**src/rtl/mult_operand_feeder.sv**
```systemverilog
// Operand-pair FIFO and one-at-a-time sequencer in front of the 32x32 multiplier.
// Optional macro MULT_FEEDER_ZERO_BYPASS_EN: zero-operand pairs complete without a multiplier start.
`timescale 1ns/1ps
module mult_operand_feeder #(
  parameter int FIFO_DEPTH = 4,
  parameter int DW         = 32
) (
  input  logic                          clk,
  input  logic                          reset,
  input  logic                          in_valid,
  output logic                          in_ready,
  input  logic [DW-1:0]                 in_a,
  input  logic [DW-1:0]                 in_b,
  output logic                          mul_start,
  output logic [DW-1:0]                 mul_a,
  output logic [DW-1:0]                 mul_b,
  input  logic                          mul_busy,
  input  logic [2*DW-1:0]               mul_product,
  output logic                          out_valid,
  input  logic                          out_ready,
  output logic [2*DW-1:0]               out_product,
  output logic [$clog2(FIFO_DEPTH):0]   fifo_count
);
  localparam int AW = (FIFO_DEPTH > 1) ? $clog2(FIFO_DEPTH) : 1;
  localparam int CW = $clog2(FIFO_DEPTH) + 1;

  typedef enum logic [2:0] {
    S_IDLE      = 3'd0,
    S_ISSUE     = 3'd1,
    S_WAIT_BUSY = 3'd2,
    S_WAIT_DONE = 3'd3,
    S_OUTPUT    = 3'd4
  } state_t;

  logic [DW-1:0]   mem_a_r [FIFO_DEPTH];
  logic [DW-1:0]   mem_b_r [FIFO_DEPTH];
  logic [AW-1:0]   wr_ptr_r, rd_ptr_r;
  logic [CW-1:0]   count_r, count_next_s;
  logic            in_ready_r;
  state_t          state_r;
  logic            wait_cnt_r;
  logic            mul_start_r, out_valid_r;
  logic [DW-1:0]   mul_a_r, mul_b_r;
  logic [2*DW-1:0] out_product_r;
  logic            push_s, pop_s, empty_s, zero_pair_s;
  logic [DW-1:0]   head_a_s, head_b_s;

  assign head_a_s = mem_a_r[rd_ptr_r];
  assign head_b_s = mem_b_r[rd_ptr_r];

`ifdef MULT_FEEDER_ZERO_BYPASS_EN
  assign zero_pair_s = (head_a_s == {DW{1'b0}}) || (head_b_s == {DW{1'b0}});
`else
  assign zero_pair_s = 1'b0;
`endif

  // Handshake qualifiers and next FIFO occupancy; the FSM pops only when it can launch.
  always_comb begin
    push_s  = in_valid & in_ready_r;
    empty_s = (count_r == {CW{1'b0}});
    pop_s   = 1'b0;
    if (!empty_s) begin
      case (state_r)
        S_IDLE:   pop_s = !out_valid_r;
        S_OUTPUT: pop_s = out_ready;
        default:  pop_s = 1'b0;
      endcase
    end else begin
      pop_s = 1'b0;
    end
    count_next_s = count_r + {{(CW-1){1'b0}}, push_s} - {{(CW-1){1'b0}}, pop_s};
  end

  // Operand FIFO storage, pointers and registered ready (a full FIFO never sees a push).
  always_ff @(posedge clk or negedge reset) begin
    if (!reset) begin
      for (int i = 0; i < FIFO_DEPTH; i++) begin
        mem_a_r[i] <= {DW{1'b0}};
        mem_b_r[i] <= {DW{1'b0}};
      end
      wr_ptr_r   <= {AW{1'b0}};
      rd_ptr_r   <= {AW{1'b0}};
      count_r    <= {CW{1'b0}};
      in_ready_r <= 1'b0;
    end else begin
      if (push_s) begin
        mem_a_r[wr_ptr_r] <= in_a;
        mem_b_r[wr_ptr_r] <= in_b;
        wr_ptr_r          <= wr_ptr_r + {{(AW-1){1'b0}}, 1'b1};
      end
      if (pop_s) begin
        rd_ptr_r <= rd_ptr_r + {{(AW-1){1'b0}}, 1'b1};
      end
      count_r    <= count_next_s;
      in_ready_r <= (count_next_s != CW'(FIFO_DEPTH));
    end
  end

  // Sequencer: launch, wait for the multiplier, present the result, chain the next pair.
  always_ff @(posedge clk or negedge reset) begin
    if (!reset) begin
      state_r       <= S_IDLE;
      wait_cnt_r    <= 1'b0;
      mul_start_r   <= 1'b0;
      mul_a_r       <= {DW{1'b0}};
      mul_b_r       <= {DW{1'b0}};
      out_valid_r   <= 1'b0;
      out_product_r <= {(2*DW){1'b0}};
    end else begin
      case (state_r)
        S_IDLE, S_OUTPUT: begin
          if ((state_r == S_OUTPUT) && out_ready) begin
            out_valid_r <= 1'b0;
            state_r     <= S_IDLE;
          end
          if (pop_s) begin
            mul_a_r <= head_a_s;
            mul_b_r <= head_b_s;
            if (zero_pair_s) begin
              out_product_r <= {(2*DW){1'b0}};
              out_valid_r   <= 1'b1;
              state_r       <= S_OUTPUT;
            end else begin
              mul_start_r <= 1'b1;
              state_r     <= S_ISSUE;
            end
          end
        end
        S_ISSUE: begin
          mul_start_r <= 1'b0;
          wait_cnt_r  <= 1'b0;
          state_r     <= S_WAIT_BUSY;
        end
        S_WAIT_BUSY: begin
          if (mul_busy) begin
            state_r <= S_WAIT_DONE;
          end else if (wait_cnt_r) begin
            // Multiplier finished without ever raising busy.
            out_product_r <= mul_product;
            out_valid_r   <= 1'b1;
            state_r       <= S_OUTPUT;
          end else begin
            wait_cnt_r <= 1'b1;
          end
        end
        S_WAIT_DONE: begin
          if (!mul_busy) begin
            out_product_r <= mul_product;
            out_valid_r   <= 1'b1;
            state_r       <= S_OUTPUT;
          end
        end
        default: begin
          state_r     <= S_IDLE;
          mul_start_r <= 1'b0;
          out_valid_r <= 1'b0;
        end
      endcase
    end
  end

  assign in_ready    = in_ready_r;
  assign mul_start   = mul_start_r;
  assign mul_a       = mul_a_r;
  assign mul_b       = mul_b_r;
  assign out_valid   = out_valid_r;
  assign out_product = out_product_r;
  assign fifo_count  = count_r;

endmodule

```
**config.mk**
```make
export PLATFORM = sky130hd
export DESIGN_NAME = mult_operand_feeder
export DESIGN_NICKNAME = d
export VERILOG_FILES = /design/src/rtl/mult_operand_feeder.sv
export SDC_FILE = /design/constraint.sdc
export NUM_CORES = 1
export LEC_CHECK = 0
export ABC_AREA = 0
export CORE_UTILIZATION = 35
export CTS_CLUSTER_SIZE = 24
export DETAILED_ROUTE_END_ITERATION = 8
export PLACE_DENSITY = 0.6
export REMOVE_ABC_BUFFERS = 1
export SLEW_MARGIN = 40
export SYNTH_ARGS = -nofsm -noshare
export SYNTH_HDL_FRONTEND = slang
export SYNTH_SLANG_ARGS = --single-unit
```
**constraint.sdc**
```tcl
create_clock -name clk -period 3.6 [get_ports clk]
set_clock_uncertainty 0.1 [all_clocks]
set_input_delay 0.72 -clock clk [delete_from_list [all_inputs] [get_ports clk]]
set_output_delay 0.72 -clock clk [all_outputs]
set_load 0.01 [all_outputs]
```
* Word-level counts from Yosys, hierarchy flattened
Cells that the tools add are included.
** Storage, ports and cells
- Register bits after elaboration :: 398
- Bits in latches :: 0
- RAM bits :: 0
- Memory bits (read-only) :: 0
- Output and inout port bits :: 134
- Logic and storage cells :: 88
- Memories kept :: 0
** Cells by class
- Add/subtract/negate cells :: 4
- Multiply operators :: 0
- Divide/modulo/power cells :: 0
- Magnitude comparators :: 3
- Eq/ne operators :: 12
- Shift-type cells :: 0
- Muxes and demuxes :: 30
- Bitwise gates (word level) :: 5
- Reductions and logical operators :: 15
** Operator list (number)
- bitwise mux 128 bit :: 2
- 2-to-1 mux 64 bit :: 3
- 2-to-1 mux 32 bit :: 5
- binary-select mux 32 bit (select 2 bit) :: 2
- one-hot mux 64 bit (2 select lines) :: 1
- demux 32 bit (select 2 bit) :: 1
- 2-to-1 mux 3 bit :: 5
- one-hot mux 3 bit (4 select lines) :: 1
- != test 2 bit, second input constant :: 5
- != test 3 bit, second input constant :: 3
- equality test 3 x 2 -> 1 bit, second input constant :: 2
- greater-or-equal comparator 3 bit, second input constant :: 2
- zero test 3 bit :: 2
- 2-to-1 mux 1 bit :: 6
- inverter 2 -> 3 bit :: 2
- one-hot mux 1 bit (2 select lines) :: 3
- AND reduction 2 bit :: 3
- AND reduction 5 bit :: 1
- adder 2 x 1 -> 2 bit, second input constant :: 2
- one-hot mux 1 bit (4 select lines) :: 1
- AND reduction 4 bit :: 1
- nonzero test 2 bit :: 2
- OR reduction 2 bit :: 2
- adder 3 x 1 -> 3 bit :: 1
- 9 further kinds :: 11

* Longest topological paths before layout
- Depth in word-level cells :: 6
- Mapped depth :: 11

* Worst setup path before layout
OpenSTA, ideal clock, no wires.
- Path type :: input to register
- Start :: input out_ready
- End :: register in_ready_r (netlist: in_ready)
- Setup time :: 0.125 ns
- Arrival :: 2.389 ns
- Path slack :: 0.987 ns
- Stages on the path :: 10
- Buffers on the path :: 1
- Path through :: nand2_1 -> a211oi_4 -> buf_4 -> ha_1 -> inv_1 -> ha_1 -> fa_1 -> xnor2_1 -> xnor2_1 -> nand2_1
** Between the ends
- Longest elaborated chain between the ends :: 4
** Ends and longest elaborated chain
- start, declared :: RTL line 20 : input logic out_ready,
- one-hot mux 1 bit (2 select lines) :: RTL line 63 : case (state_r)
- 2-to-1 mux 1 bit :: RTL line 62 : if (!empty_s) begin
- named net pop_s :: RTL line 45 : logic push_s, pop_s, empty_s, zero_pair_s;
- subtractor 3 x 1 -> 3 bit :: RTL line 71 : count_next_s = count_r + {{(CW-1){1'b0}}, push_s} - {{(CW-1){1'b0}}, pop_s};
- named net count_next_s[2] :: RTL line 38 : logic [CW-1:0] count_r, count_next_s;
- != test 3 bit :: RTL line 95 : in_ready_r <= (count_next_s != CW'(FIFO_DEPTH));
- end signal, assigned :: RTL line 95
- end, declared :: RTL line 39 : logic in_ready_r;
The timed path passes the listed nets, and every way through them passes these cells.
A chain may end at the register's enable or synchronous reset.

* Worst setup path after layout
- Start :: register in_ready_r (netlist: in_ready)
- End :: output in_ready
** RTL lines
- end, declared :: RTL line 11 : output logic in_ready,
No word-level cell between the ends.

==> impl_metrics.toml <==
[outcome]
status = "completed"

[yosys]
synth-async-reset-ratio_pct = 100
yosys_warnings = 0
synth_top_area_share_pct = 60.8
synth_edf_count = 0
synth_top_flop_cell = "dfrtp_1"
yosys_register_bits = 398
ys_seq_area_share_pct = 60.8
synth_top_area_cell = "dfrtp_1"
synth_cells = 955
syn_area_um2 = 16400
synth_area_per_cell_um2 = 17.2
synthTopCellsByArea = "dfrtp_1 (61%), mux2_2 (25%), mux4_2 (8.8%)"
yosys.cell_types.count = 32

[critical_path]
critPathRequiredTime_ps = 2780
reg2reg_from = "fifo_count[1]$_DFF_PN0_"
crit_family = "buffers and inverters"
r2r_slack_ps = 1090
worstSetupPathType = "reg2out"
critPathMaxStageDelay_ps = 620
setup.worst_path.start_class = "flop"
crit_chain = "clkdlybuf4s50_1"
reg2reg_depth = 9
cp_slowest_cell = "clkdlybuf4s50_1"
crit_path_end_kind = "primary output"
crit_buf_inv = 1
critPathMaxFanout = 6
arrival_ps = 1770
r2r_end = "in_ready$_DFF_PN0_"

[timing]
hold_violations = 0
fin_crit_ps = 2590
timing.final.crit_share_pct = 71.9
slew_viol_final = 0
tightest_slew_ps = 634
rsz0062_at_grt = "false"
max-slew-margin-rel_pct = 57.8
tns_ps = 0
setup_viol = 0
max_freq_ghz = 0.386
finalWorstSetupSlack_ps = 1010

[power_and_ir_drop]
ir_drop_mv = 0.540
p_leak_nw = 8.88
powerDensity_nw_per_um2 = 955

[clocking]
cts_max_level = 2
cts_tree = "done"
root_buffer = "clkbuf_16"
cts_resized = 0
clock_path_buffers = 3
clk_pin_slew_ps = 50
cts.sinks = 398
numCtsBuffers = 45
insertion_delay_ps = 550

[route]
ant_nets = 0
drc = 0
wire_per_inst_um = 19.7
first_iter_violations = 336
drtPass1Iterations = 4
vias = 9276
finalWirelength_mm = 36.9
avgViaCountPerCell = 4.96

[place]
dp_hpwl_mm = 22.7
post-place-ws_ps = 548
port_buffers = 266
gp_congestion = 0.704

[die]
rows = 78
fp.coreArea_um2 = 45800
die_x_um = 218
die_y_um = 218
io_pins = 267
die-area_um2 = 47700
start_util_pct = 35.8

[worst_hold_path]
hp-start = "mul_start$_DFFE_PN0P_"
whs_endpoint = "mul_start$_DFFE_PN0P_"
hp-class = "reg2reg"
worstHoldPathCells = 1

[finish]
n_fill_cell = 4063
layout_commonest_cell = "dfrtp_1"
utilization_pct = 46.8
area_delta_synth_final_pct = 30.6
layout-drive-gt1-share_pct = 42.0
layout_common_cells = "dfrtp_1 (396), mux2_2 (369), clkdlybuf4s50_1 (265)"
nets = 1376

[grt]
grt_pass1_vias = 10400
grt_pass1_wl_mm = 59.8
track_usage_pct = 16.2
grt_max_degree = 95
gr-total-overflow = 0
antenna_found_initial = 1

[run]
cap_violations = 0
-- logic make-up (layout without fill, tap and decap cells) --
group                    count (synthesis)  count (layout)  share of synthesized area, %
AO/OA/AOI/OAI                           13              13                         0.657
XOR/XNOR                                 5               5                         0.267
adder cells (fa/ha/maj)                  7               7                         0.580
buffers and inverters                   64             376                          1.87
flip-flops                             398             398                          60.8
multiplexers                           449             449                          35.2
other                                    0               2                             0
AND/OR/NAND/NOR                         19              19                         0.603
-- area by class of cell --
type	count	area (um2)	area share, %
flip-flops and latches	398	9970	46.6
clock inverters	6	57.6	0.269
clock buffers	72	1370	6.39
repair buffers	290	3050	14.2
well taps	600	751	3.51
inverters	8	30.0	0.140
diodes	2	5.00	0.0234
multi-input cells	493	6180	28.9
-- power by group --
group          internal (mW)  switching [mW]  leakage, nW
clock                   2.65            1.76        0.700
sequential              6.81            1.32         4.73
combinational           5.09            2.82         3.45
-- Yosys cell counts, drive strengths merged, types with 3 or more instances --
master	n
inv	8
mux2	385
buf	23
nand2	5
clkbuf	33
xnor2	3
o21ai	3
nand3	4
mux4	64
ha	6
dfrtp	398
-- state kept, by name, summed over array words and instances, names as in the netlist, 2 cells and up --
signal / flops
mul_b: 32
mul_a: 32
wr_ptr_r: 2
fifo_count: 3
rd_ptr_r: 2
state_r: 3
mem_a_r: 128
mem_b_r: 128
out_product: 64
-- per-layer routing --
layer / track usage [%] / routed length, um / up-vias
li1: - / - / 4085
met1: 20.3 / 15400 / 4880
met2: 26.4 / 17800 / 258
met3: 5.57 / 2940 / 53
met4: 4.94 / 744 / 0
met5: 0 / 0 / -
-- what timing repair did --
item,in CTS,in global routing
hold buffers,0,1
setup buffers,0,0
endpoints found under the hold margin,0,30
-- per-stage QoR --
stage | instance area [um2] | hold WS, ps | total power [mW] | std cells
after floorplan | 16100 | 324 | 13.1 | 899
after global placement | 19900 | 366 | 16.0 | 1787
after detailed placement | 19900 | 371 | 16.3 | 1787
after CTS | 21400 | 127 | 20.8 | 1865
after global routing | 21400 | 404 | 21.8 | 1867
final | 21400 | 372 | 20.4 | 1869
-- how the worst max path moves through the flow --
stage / startpoint / to / slack [ps] / depth (start not counted)
after detailed placement: out_ready / in_ready$_DFF_PN0_ / 550 / 10
after global placement: out_ready / in_ready$_DFF_PN0_ / 600 / 10
after CTS: in_ready$_DFF_PN0_ / in_ready / 950 / 1
after floorplan: mul_busy / out_product[0]$_DFFE_PN0P_ / -710 / 3
after global routing: in_ready$_DFF_PN0_ / in_ready / 940 / 1
final: in_ready$_DFF_PN0_ / in_ready / 1010 / 1
(Power assumes the default switching activity.)
==> edit: new RTL, same flow settings <==
Build with the macro `MULT_FEEDER_ZERO_BYPASS_EN` defined.
--- a/src/rtl/mult_operand_feeder.sv
+++ b/src/rtl/mult_operand_feeder.sv
@@ -1,6 +1,8 @@
 // Operand-pair FIFO and one-at-a-time sequencer in front of the 32x32 multiplier.
 // Optional macro MULT_FEEDER_ZERO_BYPASS_EN: zero-operand pairs complete without a multiplier start.
 `timescale 1ns/1ps
+`define MULT_FEEDER_ZERO_BYPASS_EN
+
 module mult_operand_feeder #(
   parameter int FIFO_DEPTH = 4,
   parameter int DW         = 32
Formal check against the unedited RTL: not equivalent (Yosys sat finds a counterexample within 4 cycles, from zero or initial values and one cycle with reset low).
==> edit against the original RTL <==
Total power rose by 7.1%; clock power rose by 14%; area after synthesis up 2.9%; fmax fell by 19%; cell count up 9.4%; hold slack lost 0.36 ns; non-clock buffer count increased by 5; sequential cell count unchanged; wire length increased by 15%; cell area grew 3.2%; worst setup slack worse by 0.62 ns; count of clock-buffer cells in the layout down 5; largest power group is now combinational logic.
==> edit: results (changes against the original RTL) <==
- Tot GR Track Use: 17.4% (+1.1 points)
- Vias in the first global route: 11158 (+7.2%)
- CP Max Fanout: 36 (+30)
- DRT iter0 DRCs: 471 (+40%)
- Sequential fraction of the synthesis area: 59.0% (-1.7 points)
- Critical path's top delay family: simple AND/OR/NAND/NOR gates
- Clk_lat worst skew: 0.58 ns (+0.03 ns)
- Outcome: finished clean
- P_leak: 9.23 nW (+4.0%)
- CTS Buffer Depth: 3 (unchanged)
- HPWL after DPL: 26900 um (+19%)
- Slowest stage cell, crit path: mux4_2
- Clk slew on worst S/H paths: approximately 0.060 ns
- Max incr delay on CP: 0.58 ns (-0.04 ns)
- Post-Route WL: 42300 um (+15%)
- Vias per inst: 5.13 (+3.3%)
- Crit. Startpoint: rd_ptr_r[0]
- NumNets Final: 1531 (+11%)
- Initial antenna violation count: 6 (+5)
- Relative slew slack: 50.5% (-7.3 points)
- Worst Hold Class: in -> async
- Routability Congestion: 0.752 (+6.8%)
- Primary FF master, synth: dfrtp_1
- First-pass GRT wire length: 66700 um (+12%)
- Arrival @ worst endpoint: 3.54 ns (+1.77 ns)
- Distinct cells, synth: 31 (-3.1%)
- Maximum vdd ir drop: 0.567 mV (+5.1%)
- Top post-synthesis cells by area: dfrtp_1 59%, mux2_2 21%, mux4_2 8.5%, a22oi_1 2.8%, o21ai_0 1.8%
- Layout cells sized above 1: 35.1% (-6.9 points)
- Largest net degree at the start of global routing: 73 (-23%)
- Post-DP Area: 0.0204 mm^2 (+2.6%)
- Post-synth top cells: 398 x dfrtp_1, 321 x mux2_2, 74 x nand2_1
==> edit: cell count changes after synthesis, moves of 5 or more <==
| cell | change |
|---|---|
| o21ai_1 | +5 |
| clkbuf_1 | +18 |
| a22oi_1 | +64 |
| buf_1 | +5 |
| nor4_1 | +16 |
| mux2_2 | -48 |
| buf_2 | -7 |
| mux2_1 | -16 |
| nand2_1 | +69 |
| o21ai_0 | +58 |
==> edit: path summary, 6_finish.rpt <==
kind / end / cells past startpoint / slack [ns]
max in group asynchronous: mem_b_r[71] / 2 / 2.45
worst min register to register: mem_b_r[26] / 1 / 0.40
worst max-delay path: out_product[30] / 7 / 0.39
min in group clk: mem_b_r[26] / 1 / 0.40
worst max register to register: out_product[30] / 7 / 0.39
worst min-delay path: mem_a_r[90] / 1 / 0.01
==> edit: report_power, final <==
group          switching (mW)  total [mW]  internal (mW)
sequential               1.19        7.89           6.70
combinational            3.82        8.98           5.15
clock                    1.91        5.03           3.13
total                    6.92        21.9           15.0
==> edit: area by class of cell <==
type | instances | area (um^2)
multi-input combinational | 647 | 6640
antenna | 1 | 2.50
timing repair buffer | 295 | 3050
sequential | 398 | 9970
inverter | 5 | 18.8
fill | 4289 | 25600
clock buffer | 67 | 1320
clock inverter | 17 | 324
tap | 615 | 769
==> edit: logic make-up after synthesis <==
group / share of synthesized area, %
fa+ha+maj: 0.490
buf+inv: 2.11
mux: 30.0
flops: 59.0
xor+xnor: 0.260
compound gates: 5.25
simple gates: 2.87
==> edit: metal layers <==
metal	vias to the layer above	GRT usage [%]	share of wire, %
met4	8	5.00	2.0
met1	5417	22.3	43
met3	70	4.55	6.1
met2	260	28.9	49
met5	-	0	0.10
li1	4728	-	-
==> edit: metrics by stage <==
step | worst slack, ns | std cells
after floorplan | -6.46 | 1050
after global placement | 0.0793 | 1960
after detailed placement | 0.272 | 1960
after CTS | 0.259 | 2044
after global routing | 0.191 | 2044
final | 0.393 | 2045
